**src/rtl/damage_arbiter.sv**
```systemverilog
// Per-player round-robin damage arbiter with HP, cooldown and game-over tracking.
// Optional heal support is enabled with `define DAMAGE_ARBITER_HEAL_EN.
module damage_arbiter #(
    parameter int MAX_HP         = 10,
    parameter int NUM_SRC        = 4,
    parameter int COOLDOWN_TICKS = 60,
    parameter int ONE_PLAYER     = 0
) (
    input  logic               clk,
    input  logic               rst,
    input  logic               frame_tick,
    input  logic [1:0]         game_active,
    input  logic               round_start,
    input  logic [NUM_SRC-1:0] p1_dmg_req,
    input  logic [NUM_SRC-1:0] p2_dmg_req,
    input  logic               p1_heal_req,
    input  logic               p2_heal_req,
    output logic [NUM_SRC-1:0] p1_dmg_ack,
    output logic [NUM_SRC-1:0] p2_dmg_ack,
    output logic [3:0]         p1_hp,
    output logic [3:0]         p2_hp,
    output logic               p1_invuln,
    output logic               p2_invuln,
    output logic               game_over
);
    localparam int PW = $clog2(NUM_SRC);

    typedef enum logic [1:0] {IDLE, RUN, OVER} state_t;

    state_t             state_q, state_d;
    logic [3:0]         hp_q [2];
    logic [3:0]         hp_d [2];
    logic [7:0]         cd_q [2];
    logic [7:0]         cd_d [2];
    logic [PW-1:0]      ptr_q [2];
    logic [PW-1:0]      ptr_d [2];
    logic [NUM_SRC-1:0] ack_q [2];
    logic [NUM_SRC-1:0] ack_d [2];
    logic               inv_q [2];
    logic               inv_d [2];
    logic               go_q, go_d;

    logic [NUM_SRC-1:0] req [2];
    logic               heal [2];
    logic               found [2];
    int                 idx [2];
    int                 j;
    logic               eval;
    logic               dead;

    assign req[0]  = p1_dmg_req;
    assign req[1]  = p2_dmg_req;
    assign heal[0] = p1_heal_req;
    assign heal[1] = p2_heal_req;

`ifndef DAMAGE_ARBITER_HEAL_EN
    logic unused_heal;
    assign unused_heal = heal[0] ^ heal[1];
`endif

    // round_start pre-empts any frame evaluation in the same cycle
    assign eval = (state_q == RUN) && frame_tick &&
                  (game_active == 2'd1) && !round_start;
    assign dead = (hp_q[0] == 4'd0) &&
                  ((ONE_PLAYER != 0) || (hp_q[1] == 4'd0));

    always_comb begin
        state_d = state_q;
        go_d    = go_q;
        j       = 0;
        for (int p = 0; p < 2; p++) begin
            hp_d[p]  = hp_q[p];
            cd_d[p]  = cd_q[p];
            ptr_d[p] = ptr_q[p];
            ack_d[p] = '0;
            found[p] = 1'b0;
            idx[p]   = 0;
        end
        if (round_start) begin
            state_d = RUN;
            go_d    = 1'b0;
            hp_d[0] = 4'(MAX_HP);
            hp_d[1] = (ONE_PLAYER != 0) ? 4'd0 : 4'(MAX_HP);
            for (int p = 0; p < 2; p++) begin
                cd_d[p]  = '0;
                ptr_d[p] = '0;
            end
        end else begin
            if (state_q == RUN && dead) begin
                state_d = OVER;
                go_d    = 1'b1;
            end
            if (eval) begin
                for (int p = 0; p < 2; p++) begin
                    if (ONE_PLAYER == 0 || p == 0) begin
                        // rotate search start at the pointer, wrap mod NUM_SRC
                        for (int i = 0; i < NUM_SRC; i++) begin
                            j = int'(ptr_q[p]) + i;
                            if (j >= NUM_SRC) j = j - NUM_SRC;
                            if (!found[p] && req[p][j]) begin
                                found[p] = 1'b1;
                                idx[p]   = j;
                            end
                        end
                        if (cd_q[p] != 8'd0) begin
                            found[p] = 1'b0;
                            cd_d[p]  = cd_q[p] - 8'd1;
                        end else if (hp_q[p] == 4'd0) begin
                            found[p] = 1'b0;
                        end
                        if (found[p]) begin
                            ack_d[p][idx[p]] = 1'b1;
                            hp_d[p]  = hp_q[p] - 4'd1;
                            cd_d[p]  = 8'(COOLDOWN_TICKS);
                            ptr_d[p] = (idx[p] == NUM_SRC - 1) ?
                                       '0 : PW'(idx[p] + 1);
                        end
`ifdef DAMAGE_ARBITER_HEAL_EN
                        if (!found[p] && heal[p] && hp_q[p] != 4'd0 &&
                            hp_q[p] < 4'(MAX_HP))
                            hp_d[p] = hp_q[p] + 4'd1;
`endif
                    end
                end
            end
        end
        for (int p = 0; p < 2; p++) inv_d[p] = (cd_d[p] != 8'd0);
    end

    always_ff @(posedge clk) begin
        if (rst) begin
            state_q <= IDLE;
            go_q    <= 1'b0;
            for (int p = 0; p < 2; p++) begin
                hp_q[p]  <= '0;
                cd_q[p]  <= '0;
                ptr_q[p] <= '0;
                ack_q[p] <= '0;
                inv_q[p] <= 1'b0;
            end
        end else begin
            state_q <= state_d;
            go_q    <= go_d;
            for (int p = 0; p < 2; p++) begin
                hp_q[p]  <= hp_d[p];
                cd_q[p]  <= cd_d[p];
                ptr_q[p] <= ptr_d[p];
                ack_q[p] <= ack_d[p];
                inv_q[p] <= inv_d[p];
            end
        end
    end

    assign p1_dmg_ack = ack_q[0];
    assign p2_dmg_ack = ack_q[1];
    assign p1_hp      = hp_q[0];
    assign p2_hp      = hp_q[1];
    assign p1_invuln  = inv_q[0];
    assign p2_invuln  = inv_q[1];
    assign game_over  = go_q;
endmodule

```
**config.mk**
```make
export PLATFORM = sky130hd
export DESIGN_NAME = damage_arbiter
export DESIGN_NICKNAME = d
export VERILOG_FILES = /design/src/rtl/damage_arbiter.sv
export SDC_FILE = /design/constraint.sdc
export NUM_CORES = 1
export LEC_CHECK = 0
export ABC_AREA = 0
export BUFFER_PORTS_ARGS = -buffer_cell sky130_fd_sc_hd__buf_2
export CAP_MARGIN = 20
export CORE_MARGIN = 2
export CORE_UTILIZATION = 63
export DETAILED_ROUTE_END_ITERATION = 8
export PLACE_DENSITY = 0.82
export SKIP_LAST_GASP = 1
export SYNTH_ARGS = -nofsm -noshare
export SYNTH_HDL_FRONTEND = slang
export SYNTH_SLANG_ARGS = --single-unit
```
**constraint.sdc**
```tcl
create_clock -name clk -period 10.6 [get_ports clk]
set_clock_uncertainty 0.1 [all_clocks]
set_input_delay 1.06 -clock clk [delete_from_list [all_inputs] [get_ports clk]]
set_output_delay 1.06 -clock clk [all_outputs]
set_load 0.1 [all_outputs]
```
==> metrics.txt <==
WHS Endpoint state_q[0]; clock sink total 40; Fin. Hold Viols 0; final setup TNS 0 ns; hold path depth 2; Final setup viols 0; sequential-to-total area share from yosys stat 0.279; first-pass GRT wire length 10600 microns; TritonCTS buffer count 5; post-cts resize count 0; Worst setup EP type flop; Reg2Reg Depth 11; IO buf count 32; RSZ-0062 raised after global routing false; crit path max fanout 19; Slew Limit Fails 0; Crit-path slowest cell dfxtp_1; Post-Synthesis Cells 350; DRT iter0 DRCs 202; R2R Setup Slk 6.66 ns; mapped cell area 2870 sq um; residual DRC count 0; Routed wire per std cell 14.8 microns; worst slew pin tran 0.806 ns; Area growth, synth to finish 7.12%; die height 71.4 microns; CP Class reg2reg; CP required 10.73 ns; outcome finished clean; GRT Util Overall 0.254; delay-heaviest family, CP simple AND/OR/NAND/NOR gates; Reg clk slew, reported paths 0.08 ns; share of cells above drive strength 1 0.157; Worst-Skew Late Latency 0.30 ns; WP data arrival 4.07 ns; main flop type after synthesis dfxtp_1; pwr dens 101 nW/um^2; ANT cells 0; Post-synth EDFFs 0; final antenna-violating net count 0; Die X 71.4 microns; register bit total from synthesis 40; startpoint types flop; FMAX 0.254 GHz; H-tree levels 2; Synthesized Nets 390; LEAKAGE 1.24 nW; Vias 2644; fraction of registers with async set/reset 0; routed wire length 6250 microns; max_cap viols 0; Fill cells 357; # IOs 35; critical path cell sequence inv_1, ha_1, mux4_2, clkinv_1, nor2_1, or4_1, o21a_1, ha_1, nand3_2, or4b_1, a31oi_1; CTS tree yes; # rows 24; GPL Wtd Cong 0.941; Starting Density 0.658; setup bufs post-CTS 0; Max stage delay on crit path 0.75 ns; Synthesis Warnings 0; Hold Buf Count CTS 0; initial antenna violation count 0; Final Power 0.000311 W; Period minus WS final 3.94 ns; CP Buf/Inv Count 2; launch point of the worst reg-to-reg path ptr_q[0][0]; Most common cell on crit path ha_1; worst min-delay path class reg2reg; Reg-to-Reg End ptr_q[0][0]; Final period util 0.372; DR pass1 iterations 5; overall die area 5100 sq um; worst-case clock buffer depth 2; Detailed Place HPWL 4580 microns; number of global-route vias before repair 2386; Peak VDD IR 87.3 uV; pin count of the biggest net entering global routing 20; slew margin rel. 0.458; nets 408; Avg Inst Size Synth 8.19 sq um; GR Overflow Total 0; via/cell ratio 6.28; count of cell types in the netlist 73; clock root buffer clkbuf_8; HP Start state_q[0]; area of the core 4350 sq um
## cell type report
| cell class | count | area, sq um | area share |
|---|---|---|---|
| clock buffer | 7 | 86.3 | 0.0281 |
| timing repair buffer | 32 | 160 | 0.0522 |
| tap | 52 | 65.1 | 0.0212 |
| clock inverter | 1 | 7.51 | 0.00245 |
| multi-input combinational | 269 | 1870 | 0.611 |
| sequential | 40 | 801 | 0.261 |
| inverter | 20 | 75.1 | 0.0245 |
## worst min-delay path: cells and delay by family (launching register included)
family | cells | cell delay [ns]
flops | 1 | 0.33
compound gates | 2 | 0.14
## stage by stage
step / util / std cells / worst slack, ns / instance area, sq um / hold WS [ns]
final: 0.705 / 421 / 6.66 / 3070 / 0.413
after global routing: 0.705 / 421 / 6.34 / 3070 / 0.436
after CTS: 0.705 / 421 / 6.66 / 3070 / 0.409
after detailed placement: 0.683 / 413 / 6.68 / 2980 / 0.391
after global placement: 0.683 / 413 / 6.71 / 2980 / 0.385
after floorplan: - / 350 / 7.09 / 2870 / 0.361
## per-layer routing
| metal | vias up | share of wire | GRT usage |
|---|---|---|---|
| li1 | 1310 | - | - |
| met1 | 1235 | 0.46 | 0.332 |
| met2 | 89 | 0.47 | 0.431 |
| met3 | 10 | 0.054 | 0.0450 |
| met4 | 0 | 0.014 | 0.0734 |
| met5 | - | 0 | 0 |
## kinds of logic (layout without fill, tap and decap cells)
family | after synthesis | in the layout | share of synthesized area
simple gates | 141 | 141 | 0.276
compound gates | 84 | 84 | 0.193
buf+inv | 41 | 60 | 0.0664
flops | 40 | 40 | 0.279
fa+ha+maj | 24 | 24 | 0.105
mux | 13 | 13 | 0.0594
xor+xnor | 7 | 7 | 0.0214
## cell usage after synthesis (all sizes together), types with 2 or more instances
| master | count | area [sq um] |
|---|---|---|
| o22ai | 3 | 18.8 |
| a32o | 2 | 20.0 |
| and2 | 12 | 76.3 |
| buf | 10 | 73.8 |
| mux2i | 8 | 80.1 |
| or2 | 3 | 18.8 |
| nor4bb | 2 | 20.0 |
| dfxtp | 40 | 801 |
| and3 | 2 | 13.8 |
| a21o | 3 | 22.5 |
| o211ai | 3 | 22.5 |
| nand4 | 5 | 31.3 |
| a211oi | 6 | 45.0 |
| a31oi | 5 | 31.3 |
| mux4 | 3 | 67.6 |
| xnor2 | 4 | 35.0 |
| or4 | 4 | 37.5 |
| nand2 | 20 | 77.6 |
| a311oi | 3 | 26.3 |
| and4b | 2 | 20.0 |
| ha | 24 | 300 |
| or3b | 2 | 17.5 |
| nor4 | 6 | 52.6 |
| nor3 | 15 | 75.1 |
| a21oi | 20 | 100 |
| nand3 | 10 | 55.1 |
| mux2 | 2 | 22.5 |
| clkbuf | 11 | 41.3 |
| nor2 | 39 | 149 |
| inv | 19 | 71.3 |
| nor3b | 5 | 37.5 |
| o21ai | 21 | 105 |
| o21a | 2 | 15.0 |
| xor2 | 3 | 26.3 |
| nor2b | 3 | 18.8 |
| and4 | 2 | 17.5 |
| o311ai | 2 | 17.5 |
| o41ai | 2 | 17.5 |
| nand3b | 3 | 22.5 |
## how the worst max path moves through the flow
stage / cells past startpoint / slack (ns) / startpoint / end
5_1_grt: 11 / 6.34 / ptr_q[0][0] / ptr_q[0][0]
4_1_cts: 11 / 6.66 / ptr_q[0][0] / ptr_q[0][0]
2_1_floorplan: 10 / 7.09 / p1_dmg_req[2] / ptr_q[0][0]
3_3_place_gp: 11 / 6.71 / ptr_q[0][0] / ptr_q[0][0]
6_report: 11 / 6.66 / ptr_q[0][0] / ptr_q[0][0]
3_5_place_dp: 11 / 6.68 / ptr_q[0][0] / ptr_q[0][0]
## placed cells by master, fill, tap and decap left out, types with 4 or more instances in the layout
master	netlist	final
a211oi_1	6	6
a21oi_1	20	20
a31oi_1	5	5
and2_1	10	10
buf_2	2	32
clkbuf_8	0	6
dfxtp_1	40	40
ha_1	24	24
inv_1	19	19
mux2i_1	8	8
nand2_1	19	19
nand3_1	9	9
nand4_1	5	5
nor2_1	38	38
nor3_1	15	15
nor3b_1	5	5
nor4_1	5	5
o21ai_0	20	20
xnor2_1	4	4
## power by group
part	internal [W]	total (W)	switching [W]
clock	0.0000529	0.000108	0.0000548
sequential	0.000152	0.000154	0.00000200
combinational	0.0000148	0.0000488	0.0000340
total	0.000220	0.000311	0.0000908
## flip-flops by register name (all words and copies together), names as in the netlist
name,cells
ack_q,8
ptr_q,4
state_q,1
cd_q,16
inv_q,2
hp_q,8
game_over,1
Power figures use the tool's default switching activity.
